File: config.mk
export PLATFORM = sky130hd
export DESIGN_NAME = inst_fetch_unit
export DESIGN_NICKNAME = d
export VERILOG_FILES = /design/src/rtl/inst_fetch_unit_pkg.sv /design/src/rtl/inst_fetch_pc_gen.sv /design/src/rtl/inst_fetch_unit.sv
export SDC_FILE = /design/constraint.sdc
export NUM_CORES = 1
export LEC_CHECK = 0
export CORE_ASPECT_RATIO = 1.2
export CORE_MARGIN = 1
export CORE_UTILIZATION = 40
export DETAILED_ROUTE_END_ITERATION = 6
export GPL_TIMING_DRIVEN = 0
export HOLD_SLACK_MARGIN = 0.06
export PLACE_DENSITY = 0.87
export SETUP_SLACK_MARGIN = 0.2
export SYNTH_ARGS = -nofsm -noshare
export SYNTH_HDL_FRONTEND = slang
export SYNTH_SLANG_ARGS = --single-unit
File: constraint.sdc
create_clock -name clk -period 3.75 [get_ports clk]
set_clock_uncertainty 0.1 [all_clocks]
set_input_delay 1.125 -clock clk [delete_from_list [all_inputs] [get_ports clk]]
set_output_delay 1.125 -clock clk [all_outputs]
set_load 0.02 [all_outputs]
File: src/rtl/inst_fetch_unit_pkg.sv
// Shared widths, reset PC, NOP encoding and fetch-state encoding for the instruction fetch unit.
// INST_FETCH_ADEL_EN enables misaligned-PC (address error) reporting instead of alignment masking.
package inst_fetch_unit_pkg;

    localparam int unsigned IFU_ADDR_W   = 32;
    localparam int unsigned IFU_INST_W   = 32;
    localparam logic [31:0] IFU_RESET_PC = 32'hBFC0_0000;
    localparam logic [31:0] NOP_INST     = 32'h0000_0000;

    typedef enum logic [2:0] {
        S_REQ,
        S_WAIT,
        S_PUSH,
        S_DROP,
        S_HALT
    } fetch_state_t;

endpackage

File: src/rtl/inst_fetch_pc_gen.sv
// Next fetch PC select: flush target, +4/+8 advance after a push, or hold.
// Without INST_FETCH_ADEL_EN the flush target is forced word-aligned.
module inst_fetch_pc_gen #(
    parameter int unsigned ADDR_W = 32
) (
    input  logic [ADDR_W-1:0] pc_i,
    input  logic              flush_i,
    input  logic [ADDR_W-1:0] flush_pc_i,
    input  logic              advance_i,
    input  logic              dual_i,
    output logic [ADDR_W-1:0] pc_next_o
);

    logic [ADDR_W-1:0] flush_target;

`ifdef INST_FETCH_ADEL_EN
    assign flush_target = flush_pc_i;
`else
    assign flush_target = {flush_pc_i[ADDR_W-1:2], 2'b00};
`endif

    always_comb begin
        pc_next_o = pc_i;
        if (flush_i) begin
            pc_next_o = flush_target;
        end else if (advance_i) begin
            pc_next_o = pc_i + (dual_i ? ADDR_W'(8) : ADDR_W'(4));
        end
    end

endmodule

File: src/rtl/inst_fetch_unit.sv
// Instruction fetch unit: one outstanding ICache read, 1/2-word push into the instruction buffer.
// INST_FETCH_ADEL_EN adds buf_adel_o and a HALT state for misaligned fetch PCs.
module inst_fetch_unit
    import inst_fetch_unit_pkg::*;
#(
    parameter int unsigned       ADDR_W   = IFU_ADDR_W,
    parameter int unsigned       INST_W   = IFU_INST_W,
    parameter logic [ADDR_W-1:0] RESET_PC = ADDR_W'(IFU_RESET_PC)
) (
    input  logic              clk,
    input  logic              rst,
    input  logic              flush_i,
    input  logic [ADDR_W-1:0] flush_pc_i,
    output logic              icache_req_o,
    output logic [ADDR_W-1:0] icache_req_addr_o,
    input  logic              icache_req_ready_i,
    input  logic              icache_resp_valid_i,
    input  logic [INST_W-1:0] icache_resp_inst1_i,
    input  logic [INST_W-1:0] icache_resp_inst2_i,
    input  logic              icache_resp_dual_i,
    input  logic              buffer_full_i,
    output logic [INST_W-1:0] buf_inst1_o,
    output logic [INST_W-1:0] buf_inst2_o,
    output logic [ADDR_W-1:0] buf_inst1_addr_o,
    output logic [ADDR_W-1:0] buf_inst2_addr_o,
    output logic              buf_inst1_valid_o,
    output logic              buf_inst2_valid_o
`ifdef INST_FETCH_ADEL_EN
    ,
    output logic              buf_adel_o
`endif
);

`ifdef INST_FETCH_ADEL_EN
    localparam logic [ADDR_W-1:0] RESET_PC_EFF = RESET_PC;
`else
    localparam logic [ADDR_W-1:0] RESET_PC_EFF = {RESET_PC[ADDR_W-1:2], 2'b00};
`endif

    fetch_state_t      state_q, state_d;
    logic [ADDR_W-1:0] pc_q, pc_d;
    logic [INST_W-1:0] inst1_q, inst1_d;
    logic [INST_W-1:0] inst2_q, inst2_d;
    logic              dual_q, dual_d;
    logic              advance;
    logic              push;
    logic              req_ok;

`ifdef INST_FETCH_ADEL_EN
    logic adel_q, adel_d;
    logic misaligned;
    assign misaligned = (pc_q[1:0] != 2'b00);
    assign req_ok     = (state_q == S_REQ) && !flush_i && !misaligned;
    assign buf_adel_o = adel_q && push;
`else
    assign req_ok     = (state_q == S_REQ) && !flush_i;
`endif

    // Reset gating keeps the request low while rst is held even though state already reads REQ.
    assign icache_req_o      = req_ok && rst;
    assign icache_req_addr_o = pc_q;

    assign push              = (state_q == S_PUSH) && !buffer_full_i && !flush_i;
    assign buf_inst1_valid_o = push;
    assign buf_inst2_valid_o = push && dual_q;
    assign buf_inst1_o       = inst1_q;
    assign buf_inst2_o       = inst2_q;
    assign buf_inst1_addr_o  = pc_q;
    assign buf_inst2_addr_o  = pc_q + ADDR_W'(4);

    inst_fetch_pc_gen #(
        .ADDR_W (ADDR_W)
    ) u_pc_gen (
        .pc_i       (pc_q),
        .flush_i    (flush_i),
        .flush_pc_i (flush_pc_i),
        .advance_i  (advance),
        .dual_i     (dual_q),
        .pc_next_o  (pc_d)
    );

    always_comb begin
        state_d = state_q;
        inst1_d = inst1_q;
        inst2_d = inst2_q;
        dual_d  = dual_q;
        advance = 1'b0;
`ifdef INST_FETCH_ADEL_EN
        adel_d  = adel_q;
`endif
        if (flush_i) begin
            // A flush while a read is still in flight must swallow its late response.
            case (state_q)
                S_WAIT, S_DROP: state_d = icache_resp_valid_i ? S_REQ : S_DROP;
                default:        state_d = S_REQ;
            endcase
        end else begin
            case (state_q)
                S_REQ: begin
`ifdef INST_FETCH_ADEL_EN
                    if (misaligned) begin
                        state_d = S_PUSH;
                        inst1_d = NOP_INST;
                        inst2_d = NOP_INST;
                        dual_d  = 1'b0;
                        adel_d  = 1'b1;
                    end else
`endif
                    if (req_ok && icache_req_ready_i) begin
                        state_d = S_WAIT;
                    end
                end
                S_WAIT: begin
                    if (icache_resp_valid_i) begin
                        state_d = S_PUSH;
                        inst1_d = icache_resp_inst1_i;
                        inst2_d = icache_resp_inst2_i;
                        dual_d  = icache_resp_dual_i && !pc_q[2];
`ifdef INST_FETCH_ADEL_EN
                        adel_d  = 1'b0;
`endif
                    end
                end
                S_PUSH: begin
                    if (!buffer_full_i) begin
                        advance = 1'b1;
`ifdef INST_FETCH_ADEL_EN
                        state_d = adel_q ? S_HALT : S_REQ;
`else
                        state_d = S_REQ;
`endif
                    end
                end
                S_DROP: begin
                    if (icache_resp_valid_i) begin
                        state_d = S_REQ;
                    end
                end
                S_HALT: state_d = S_HALT;
                default: state_d = S_REQ;
            endcase
        end
    end

    always_ff @(posedge clk or negedge rst) begin
        if (!rst) begin
            state_q <= S_REQ;
            pc_q    <= RESET_PC_EFF;
            inst1_q <= '0;
            inst2_q <= '0;
            dual_q  <= 1'b0;
`ifdef INST_FETCH_ADEL_EN
            adel_q  <= 1'b0;
`endif
        end else begin
            state_q <= state_d;
            pc_q    <= pc_d;
            inst1_q <= inst1_d;
            inst2_q <= inst2_d;
            dual_q  <= dual_d;
`ifdef INST_FETCH_ADEL_EN
            adel_q  <= adel_d;
`endif
        end
    end

endmodule

==> summary.md, run 1 <==
| Metric | Value |
|---|---|
| Status | `finished, final reports clean` |
| Crit path launch type | `register` |
| Post-synthesis compound-gate area fraction | `0.0639` |
| Placed cells | `912` |
| Overflow after GRT | `0` |
| RR Endpoint | `buf_inst1_addr_o[26]` |
| Final net count | `888` |
| Post-Synth Adder-Cell Area | `0.0112` |
| Xor and xnor area share after synthesis | `0.0647` |
| Delay-heaviest family, CP | `simple AND/OR/NAND/NOR gates` |
| Synth Instances | `486` |
| Post-route cell area | `around 8600 µm²` |
| CTS H-tree depth | `3` |
| Max cap viols | `0` |
| N_diodes | `0` |
| Cell Pwr Density | `around 540 nW/µm²` |
| Peak Freq | `282 MHz` |
| Num CTS Buffers | `9` |
| Nature of the critical path endpoint | `output port` |
| Post-Syn Area | `5150 µm²` |
| Crit share post-route | `0.944` |
| Buf/Inv on CP | `2` |
| Fin crit period | `3540 ps` |
| Total power draw | `0.00466 W` |
| WL/cell | `18.3 µm` |
| Reg2Reg Depth | `10` |
| Crit path max fanout | `8` |
| Final Setup Violations | `0` |
| Final Wtd Congestion | `0.867` |
| Area grow syn2layout | `67.4%` |
| Crit path required time | `2520 ps` |
| Clock transition at path regs | `70 ps` |
| Final Max Tran Viols | `0` |
| Fillers | `911` |
| Min-delay src | `buf_inst2_o[20]` |
| Share of layout cells above drive strength 1 | `0.276` |
| Vias | `a little over 5000` |
| CP Class | `register to output port` |
| First-pass GRT wire length | `26700 µm` |
| Post-synth cell types | `40` |
| Die height | `126 µm` |
| Crit path arrival time | `2320 ps` |
| Num rows | `45` |
| Avg Cell Area, Syn | `10.6 µm²` |
| CTS Hold Buffers Added | `0` |
| RSZ-0062 raised after global routing | `true` |
| Total GRT Usage | `0.255` |
| DRT Pass-1 Iters | `5` |
| Initial Util | `0.408` |
| Least-Margin Pin Slew | `778 ps` |
| Seq/Total Area, Yosys | `0.479` |
| CP peak stage delay | `510 ps` |
| Initial DRC count | `between 200 and 300` |
| DRC viols | `0` |
| Crit-path cells | `and3_1, clkbuf_1, nand4_1, nor3_2, xor2_1, clkdlybuf4s15_2` |
| PortBufs | `256` |
| Boundary Pins | `266` |
| Synth Area in Simple Gates | `0.151` |
| Chip width | `between 100 and 150 µm` |
| Sum Neg Setup Slack | `0 ps` |
| Hold Path Class | `register to register` |
| CTS root buf | `clkbuf_16` |
| Vias in the first global route | `roughly 5300` |
| Most frequent cells in the layout | `clkdlybuf4s50_1, dfrtp_1, mux2_2, buf_4, nor2_1` |
| Skew-Pair Late Insertion Delay | `340 ps` |
| Final core utilization | `0.683` |
| Hold-critical path depth | `1` |
| Yosys warns | `0` |
| Fin. Hold Viols | `0` |
| Pin count of the biggest net entering global routing | `56` |
| Antenna-violating nets left | `0` |
| Die area | `13300 µm²` |
| Clock sink count | `98` |
| Initial antenna violation count | `0` |
| Fin cells | `950` |
| Flops & latches, synth | `98` |
| Hpwl dp | `12300 µm` |
| Vias per cell | `5.40` |
| Max-slew headroom | `0.477` |
| CTS tree | `yes` |
| Largest family of logic cells by synthesized area | `simple AND/OR/NAND/NOR gates` |
| Hold Crit Endpoint | `buf_inst2_o[20]` |
| Total wire length | `17400 µm` |
| CTS max path bufs | `2` |
| Core ar. | `12600 µm²` |
| CP max stage cell | `dfrtp_1` |
| Leak pwr | `3.51 nW` |
| Critical R2R Launch | `buf_inst1_addr_o[2]` |
| R2r setup slk | `~790 ps` |
| Post-synthesis mux area share | `0.144` |
| Commonest non-fill, non-tap cell in the layout | `clkdlybuf4s50_1` |
| Total placed instance area | `7970 µm²` |
| VDD IR max | `0.000389 V` |
## repair_timing
| item | CTS | global route |
|---|---|---|
| resized for setup | 125 | 35 |
| pin swaps | 9 | 5 |
| setup endpoints to repair | 27 | 58 |
| setup buffers | 17 | 5 |
## synthesized netlist by cell type, drive strengths merged
cell | count | area (µm²)
and3b | 1 | 8.76
and2 | 3 | 18.8
clkinv | 1 | 3.75
dfstp | 9 | 236
nand3 | 11 | 55.1
inv | 4 | 15.0
o211ai | 2 | 15.0
nor2 | 36 | 135
nand2 | 27 | 101
ha | 3 | 37.5
nor3b | 1 | 7.51
conb | 1 | 3.75
a31oi | 15 | 93.8
or4b | 1 | 10.0
o211a | 1 | 10.0
buf | 41 | 307
nor3 | 10 | 50.1
fa | 1 | 20.0
and4 | 4 | 35.0
or2 | 1 | 6.26
xor2 | 19 | 166
dfrtp | 89 | 2230
clkbuf | 31 | 116
a21oi | 4 | 20.0
nor4 | 8 | 50.1
mux2 | 66 | 743
or3 | 9 | 56.3
or4 | 11 | 82.6
nand3b | 2 | 15.0
nand4 | 19 | 119
o31ai | 7 | 52.6
a221o | 1 | 10.0
a2bb2oi | 2 | 17.5
o21ai | 22 | 110
xnor2 | 19 | 166
nor2b | 1 | 6.26
and3 | 3 | 18.8
## worst max-delay path by stage
stage	cells after the start	from	endpoint
finish	6	buf_inst1_addr_o[19]	buf_inst2_addr_o[27]
global placement	3	rst	icache_req_o
detailed placement	6	buffer_full_i	buf_inst2_valid_o
CTS	7	buf_inst1_addr_o[2]	buf_inst2_addr_o[28]
floorplan	7	buf_inst1_addr_o[6]	buf_inst2_addr_o[24]
global route	6	buf_inst1_addr_o[19]	buf_inst2_addr_o[27]
## registers in the layout, summed over array words and instances, names as in the netlist
register and count:
buf_inst1_o 32, state_q 3, buf_inst2_o 32, buf_inst1_addr_o 30
dual_q 1
## final cells by class
class | count | area [µm²] | share of cell area
Sequential cell | 98 | 2470 | 0.287
Clock buffer | 10 | 239 | 0.0277
Tap cell | 164 | 205 | 0.0238
Multi-Input combinational cell | 316 | 2420 | 0.281
Timing Repair Buffer | 279 | 2690 | 0.312
Buffer | 72 | 527 | 0.0611
Inverter | 5 | 18.8 | 0.00218
Clock inverter | 6 | 48.8 | 0.00566
## stage by stage
stage	setup WS (ps)	hold WS [ps]
floorplan	223	360
global placement	-3370	386
detailed placement	-732	395
CTS	110	416
global route	76.5	428
finish	210	410
## routing by layer
metal / track usage / up-vias / routed length, µm
met4: 0.101 / 0 / 697
li1: - / 2259 / -
met1: 0.274 / 2449 / 5920
met2: 0.465 / 353 / 9070
met5: 0 / - / 0
met3: 0.0751 / 69 / 1740
## cell families after synthesis
family | count (synthesis)
AND/OR/NAND/NOR | 148
flip-flops | 98
buffers and inverters | 77
multiplexers | 66
AO/OA/AOI/OAI | 54
XOR/XNOR | 38
adder cells (fa/ha/maj) | 4
other | 1
## where the power goes
part	total, W	leakage, nW	switching, W	internal, W
Combinational	0.00213	2.23	0.00101	0.00112
Clock	0.000894	0.132	0.000419	0.000475
Sequential	0.00164	1.16	0.000233	0.00140
Total	0.00466	3.51	0.00166	0.00300
Note: power is estimated with default switching activity, not from simulation.
==> run 2: changes to the inputs <==
--- a/config.mk
+++ b/config.mk
@@ -11,7 +11,7 @@
 export DETAILED_ROUTE_END_ITERATION = 6
 export GPL_TIMING_DRIVEN = 0
 export HOLD_SLACK_MARGIN = 0.06
-export PLACE_DENSITY = 0.87
+export PLACE_DENSITY = 0.81
 export SETUP_SLACK_MARGIN = 0.2
 export SYNTH_ARGS = -nofsm -noshare
 export SYNTH_HDL_FRONTEND = slang
==> summary.md, run 2 (synthesis results as in run 1) <==
| Metric | Value |
|---|---|
| Status | `finished, final reports clean (unchanged)` |
| Clock Power Share | `0.190 (was 0.192)` |
| Crit path max fanout | `3 (was 8)` |
| Initial DRC count | `240 (was 257)` |
| Initial Util | `0.408 (unchanged)` |
| Commonest non-fill, non-tap cell in the layout | `clkdlybuf4s50_1 (unchanged)` |
| Comb pwr share | `0.461 (was 0.457)` |
| P_int | `0.00303 W (was 0.00300 W)` |
| Max-slew headroom | `0.502 (was 0.477)` |
| Die area | `13300 µm² (unchanged)` |
| PortBufs | `256 (unchanged)` |
| Area grow syn2layout | `68.7% (was 67.4%)` |
| Reg2Reg Depth | `9 (was 10)` |
| Hold Path Class | `register to register (unchanged)` |
| Overflow after GRT | `0 (unchanged)` |
| Vias in the first global route | `5287 (was 5271)` |
| Cell Pwr Density | `537 nW/µm² (was 541 nW/µm²)` |
| Final net count | `894 (was 888)` |
| Pin count of the biggest net entering global routing | `48 (was 56)` |
| Buf/Inv on CP | `4 (was 2)` |
| Hold-critical path depth | `1 (unchanged)` |
| Critical path depth | `6 (unchanged)` |
| Least-Margin Pin Slew | `740 ps (was 778 ps)` |
| Initial antenna violation count | `1 (was 0)` |
| CP max stage cell | `or4b_4 (was dfrtp_1)` |
| DRC viols | `0 (unchanged)` |
| CTS H-tree depth | `3 (unchanged)` |
| Final Setup Violations | `0 (unchanged)` |
| Clock transition at path regs | `60 ps (was 70 ps)` |
| Crit-path cells | `buf_6, or4b_4, buf_6, clkbuf_16, nor2_1, buf_4 (was and3_1, clkbuf_1, nand4_1, nor3_2, xor2_1, clkdlybuf4s15_2)` |
| Clock sink count | `98 (unchanged)` |
| R2r setup slk | `760 ps (was 790 ps)` |
| CP peak stage delay | `500 ps (was 510 ps)` |
| Final Max Tran Viols | `0 (unchanged)` |
| CTS root buf | `clkbuf_16 (unchanged)` |
| DRT Pass-1 Iters | `5 (unchanged)` |
| VDD IR max | `0.000351 V (was 0.000389 V)` |
| Die height | `126 µm (unchanged)` |
| CP most frequent cell | `buf_6` |
| Antenna-violating nets left | `0 (unchanged)` |
| Nature of the critical path endpoint | `output port (unchanged)` |
| Final Wtd Congestion | `0.883 (was 0.867)` |
| WL/cell | `17.6 µm (was 18.3 µm)` |
| Sequential Power Share | `0.349 (was 0.351)` |
| N_diodes | `0 (unchanged)` |
| Placed cells | `912 (unchanged)` |
| Total power draw | `0.00467 W (was 0.00466 W)` |
| First-pass GRT wire length | `27000 µm (was 26700 µm)` |
| Fillers | `966 (was 911)` |
| Skew-Pair Late Insertion Delay | `330 ps (was 340 ps)` |
| Hpwl dp | `12400 µm (was 12300 µm)` |
| Peak Freq | `286 MHz (was 282 MHz)` |
| Vias per cell | `5.25 (was 5.40)` |
| Crit path launch type | `input pin (was register)` |
| Post-route cell area | `8680 µm² (was 8610 µm²)` |
| Fin. Hold Viols | `0 (unchanged)` |
| Most frequent cells in the layout | `clkdlybuf4s50_1, dfrtp_1, buf_4, mux2_2, nor2_1 (was clkdlybuf4s50_1, dfrtp_1, mux2_2, buf_4, nor2_1)` |
| RSZ-0062 raised after global routing | `false (was true)` |
| Boundary Pins | `266 (unchanged)` |
| Core ar. | `12600 µm² (unchanged)` |
| Fin crit period | `3500 ps (was 3540 ps)` |
| Num rows | `45 (unchanged)` |
| Crit path required time | `2520 ps (about the same)` |
| Delay-heaviest family, CP | `simple AND/OR/NAND/NOR gates (unchanged)` |
| Total GRT Usage | `0.254 (was 0.255)` |
| CTS tree | `yes (unchanged)` |
| Num CTS Buffers | `9 (unchanged)` |
| Crit path arrival time | `2270 ps (was 2320 ps)` |
| Vias | `5017 (was 5130)` |
| Total wire length | `16800 µm (was 17400 µm)` |
| Max cap viols | `0 (unchanged)` |
| Share of layout cells above drive strength 1 | `0.267 (was 0.276)` |
| CP Class | `input pin to output port (was register to output port)` |
| Total placed instance area | `7970 µm² (unchanged)` |
| Leak pwr | `3.57 nW (was 3.51 nW)` |
| Sw Share | `0.351 (was 0.357)` |
| CTS max path bufs | `2 (unchanged)` |
| Psw | `0.00164 W (was 0.00166 W)` |
| Crit share post-route | `0.933 (was 0.944)` |
| Chip width | `106 µm (unchanged)` |
| Fin cells | `955 (was 950)` |
run 2: cell types whose count changed in the layout (fill, tap and decap cells not counted), moves of 3 or more:
cell | previous run | this run
dlygate4sd2_1 | 6 | 9
clkbuf_1 | 14 | 18
clkbuf_2 | 10 | 5
buf_4 | 62 | 68
clkbuf_8 | 4 | 7
run 2: layer usage:
| layer | vias up | GRT usage | wire (µm) |
|---|---|---|---|
| met5 | - | 0 | 11 |
| met4 | 2 | 0.0964 | 437 |
| met3 | 44 | 0.0761 | 1460 |
| met2 | 263 | 0.461 | 8880 |
| met1 | 2424 | 0.278 | 6010 |
| li1 | 2284 | - | - |
run 2: path summary, 6_finish.rpt:
path	endpoint	start
max reg2reg	buf_inst1_addr_o[28]	dual_q
min reg2reg	buf_inst1_o[5]	buf_inst1_o[5]
min in group asynchronous	buf_inst1_addr_o[21]	rst
max in group asynchronous	buf_inst1_o[6]	rst
max	buf_inst1_valid_o	buffer_full_i
min	buf_inst1_o[5]	buf_inst1_o[5]
run 2: power by group through the flow:
stage          combinational (W)  sequential (W)  clock (W)
2_1_floorplan           0.000597         0.00203          0
3_3_place_gp             0.00203         0.00162          0
3_5_place_dp             0.00208         0.00165          0
4_1_cts                  0.00215         0.00163   0.000907
5_1_grt                  0.00226         0.00167   0.000950
6_report                 0.00215         0.00163   0.000885
run 2: cell type report:
type / instances / area (µm²) / area share
multi-input combinational: 316 / 2400 / 0.276
sequential: 98 / 2470 / 0.284
timing repair buffer: 285 / 2780 / 0.320
clock buffer: 12 / 256 / 0.0295
clock inverter: 3 / 23.8 / 0.00274
tap: 164 / 205 / 0.0236
buffer: 72 / 532 / 0.0612
inverter: 5 / 18.8 / 0.00216
run 2: through the flow:
step / TNS [ps] / util / hold slack, ps / worst slack, ps
2_1_floorplan: 0 / - / 360 / 223
3_3_place_gp: -206460 / 0.630 / 384 / -3400
3_5_place_dp: -4680 / 0.632 / 396 / -713
4_1_cts: 0 / 0.686 / 409 / 196
5_1_grt: 0 / 0.688 / 418 / 131
6_report: 0 / 0.688 / 403 / 250
run 2: repair_timing:
item	in CTS	in global routing
setup buffers	21	6
hold buffers	0	0
resized for setup	126	18
cloned	1	0
endpoints found under the setup margin	27	17
pin swaps	8	5
==> run 3: changes to the inputs <==
--- a/config.mk
+++ b/config.mk
@@ -6,10 +6,9 @@
 export NUM_CORES = 1
 export LEC_CHECK = 0
 export CORE_ASPECT_RATIO = 1.2
-export CORE_MARGIN = 1
+export CORE_MARGIN = 3
 export CORE_UTILIZATION = 40
 export DETAILED_ROUTE_END_ITERATION = 6
-export GPL_TIMING_DRIVEN = 0
 export HOLD_SLACK_MARGIN = 0.06
 export PLACE_DENSITY = 0.81
 export SETUP_SLACK_MARGIN = 0.2
==> summary.md, run 3 (synthesis results as in run 1) <==
| Metric | Value |
|---|---|
| Clock transition at path regs | `70 ps (was 60 ps)` |
| Final core utilization | `0.657 (was 0.688)` |
| Comb pwr share | `0.455 (was 0.461)` |
| RSZ-0062 raised after global routing | `true (was false)` |
| Core ar. | `12300 µm² (was 12600 µm²)` |
| Pin count of the biggest net entering global routing | `67 (was 48)` |
| Crit share post-route | `0.934 (was 0.933)` |
| Total wire length | `16000 µm (was 16800 µm)` |
| Critical path depth | `6 (unchanged)` |
| Nature of the critical path endpoint | `output port (unchanged)` |
| Fillers | `1013 (was 966)` |
| Buf/Inv on CP | `2 (was 4)` |
| CTS root buf | `clkbuf_16 (unchanged)` |
| Crit path launch type | `register (was input pin)` |
| Antenna-violating nets left | `0 (unchanged)` |
| Sw Share | `0.357 (was 0.351)` |
| Vias in the first global route | `4886 (was 5287)` |
| Share of layout cells above drive strength 1 | `0.212 (was 0.267)` |
| Num rows | `44 (was 45)` |
| Max cap viols | `0 (unchanged)` |
| Area grow syn2layout | `57.5% (was 68.7%)` |
| CTS H-tree depth | `3 (unchanged)` |
| Status | `finished, final reports clean (unchanged)` |
| Reg2Reg Depth | `9 (unchanged)` |
| Final net count | `837 (was 894)` |
| Crit path required time | `2520 ps (about the same)` |
| Commonest non-fill, non-tap cell in the layout | `clkdlybuf4s50_1 (unchanged)` |
| Vias | `4669 (was 5017)` |
| Psw | `0.00163 W (was 0.00164 W)` |
| Die area | `14300 µm² (was 13300 µm²)` |
| Boundary Pins | `266 (unchanged)` |
| Chip width | `110 µm (was 106 µm)` |
| PortBufs | `257 (was 256)` |
| Max-slew headroom | `0.573 (was 0.502)` |
| Initial antenna violation count | `1 (unchanged)` |
| CP Class | `register to output port (was input pin to output port)` |
| Cell Pwr Density | `563 nW/µm² (was 537 nW/µm²)` |
| R2r setup slk | `830 ps (was 760 ps)` |
| Final Max Tran Viols | `0 (unchanged)` |
| Final Setup Violations | `0 (unchanged)` |
| DRC viols | `0 (unchanged)` |
| Clock Power Share | `0.196 (was 0.190)` |
| N_diodes | `0 (unchanged)` |
| Hpwl dp | `12300 µm (was 12400 µm)` |
| Multi-input logic area | `2300 µm² (was 2400 µm²)` |
| Num CTS Buffers | `9 (unchanged)` |
| CP max stage cell | `or4_1 (was or4b_4)` |
| VDD IR max | `0.000422 V (was 0.000351 V)` |
| Least-Margin Pin Slew | `641 ps (was 740 ps)` |
| WL/cell | `17.9 µm (was 17.6 µm)` |
| CTS Hold Buffers Added | `0 (unchanged)` |
| CP peak stage delay | `620 ps (was 500 ps)` |
| P_int | `0.00294 W (was 0.00303 W)` |
| Total GRT Usage | `0.221 (was 0.254)` |
| Hold Path Class | `register to register (unchanged)` |
| Clock sink count | `98 (unchanged)` |
| Post-route cell area | `8110 µm² (was 8680 µm²)` |
| Fin. Hold Viols | `0 (unchanged)` |
| Crit path arrival time | `2280 ps (was 2270 ps)` |
| Fin Hold WS | `407 ps (was 403 ps)` |
| Crit path max fanout | `7 (was 3)` |
| Vias per cell | `5.21 (was 5.25)` |
| First-pass GRT wire length | `24700 µm (was 27000 µm)` |
| Register area | `2460 µm² (was 2470 µm²)` |
| Initial Util | `0.417 (was 0.408)` |
| Hold-critical path depth | `1 (unchanged)` |
| Leak pwr | `3.27 nW (was 3.57 nW)` |
| Sum Neg Setup Slack | `0 ps (unchanged)` |
| Skew-Pair Late Insertion Delay | `340 ps (was 330 ps)` |
| Delay-heaviest family, CP | `simple AND/OR/NAND/NOR gates (unchanged)` |
| Most frequent cells in the layout | `clkdlybuf4s50_1, dfrtp_1, mux2_2, buf_4, nor2_1 (was clkdlybuf4s50_1, dfrtp_1, buf_4, mux2_2, nor2_1)` |
| DRT Pass-1 Iters | `4 (was 5)` |
| Fin crit period | `3500 ps (about the same)` |
| Die height | `130 µm (was 126 µm)` |
| Overflow after GRT | `0 (unchanged)` |
| Sequential Power Share | `0.349 (about the same)` |
| Peak Freq | `286 MHz (about the same)` |
| Total placed instance area | `7860 µm² (was 7970 µm²)` |
| Initial DRC count | `217 (was 240)` |
| Final Wtd Congestion | `0.910 (was 0.883)` |
| CTS max path bufs | `2 (unchanged)` |
| CTS tree | `yes (unchanged)` |
| Crit-path cells | `buf_4, nand2_1, or4_1, nor2_1, xor2_1, dlygate4sd2_1 (was buf_6, or4b_4, buf_6, clkbuf_16, nor2_1, buf_4)` |
[run 3: cell types whose count changed in the layout (fill, tap and decap cells not counted), sizes merged]
cell           change
clkbuf            -24
clkdlybuf4s50      +2
clkdlybuf4s15      +2
inv                +2
bufbuf             -1
buf               -39
clkinvlp           -2
clkinv             +4
dlymetal6s2s       -1
dlygate4sd2        +1
[run 3: worst reg2reg max path, cell delays in order, from the launching register on]
cell and delay (ps):
dfrtp_1 390, inv_1 160, ha_1 210, inv_1 60
fa_1 400, nand3b_1 270, or4_1 460, buf_4 210
or4_1 420, a31oi_1 180
[run 3: worst paths after layout]
path | start | end
setup / recovery | buf_inst1_addr_o[2] | buf_inst2_addr_o[21]
hold / removal | buf_inst1_o[9] | buf_inst1_o[9]
setup reg to reg | dual_q | buf_inst1_addr_o[28]
hold reg to reg | buf_inst1_o[9] | buf_inst1_o[9]
max in group asynchronous | rst | buf_inst1_addr_o[13]
min in group asynchronous | rst | buf_inst1_addr_o[14]
[run 3: per-layer routing]
metal	global-route usage	share of wire	vias up
met3	0.0594	0.085	26
li1	-	-	2165
met4	0.0792	0.022	2
met1	0.247	0.35	2272
met5	0	0.00081	-
met2	0.400	0.54	204
[run 3: what timing repair did]
item,4_1_cts,5_1_grt
pin swaps,4,0
setup buffers,1,0
setup endpoints to repair,23,15
resized for setup,40,20
endpoints found under the hold margin,0,0
[run 3: layout make-up]
type	count	area share
clock buffer	9	0.0278
clock inverter	7	0.00756
inverter	5	0.00231
multi-input combinational	316	0.283
sequential	98	0.304
tap	161	0.0248
timing repair buffer	300	0.350
[run 3: metrics by stage]
stage	std cells	power [W]	worst slack (ps)
6_report	896	0.00457	249
5_1_grt	896	0.00479	113
2_1_floorplan	491	0.00262	223
3_5_place_dp	879	0.00372	-383
3_3_place_gp	879	0.00366	-379
4_1_cts	896	0.00462	170
[run 3: power groups by stage]
stage                     Clock (W)  Sequential, W  Combinational, W
after global routing       0.000954        0.00164           0.00219
after CTS                  0.000918        0.00160           0.00211
final                      0.000895        0.00159           0.00208
after detailed placement          0        0.00161           0.00211
after global placement            0        0.00159           0.00207
after floorplan                   0        0.00203          0.000597
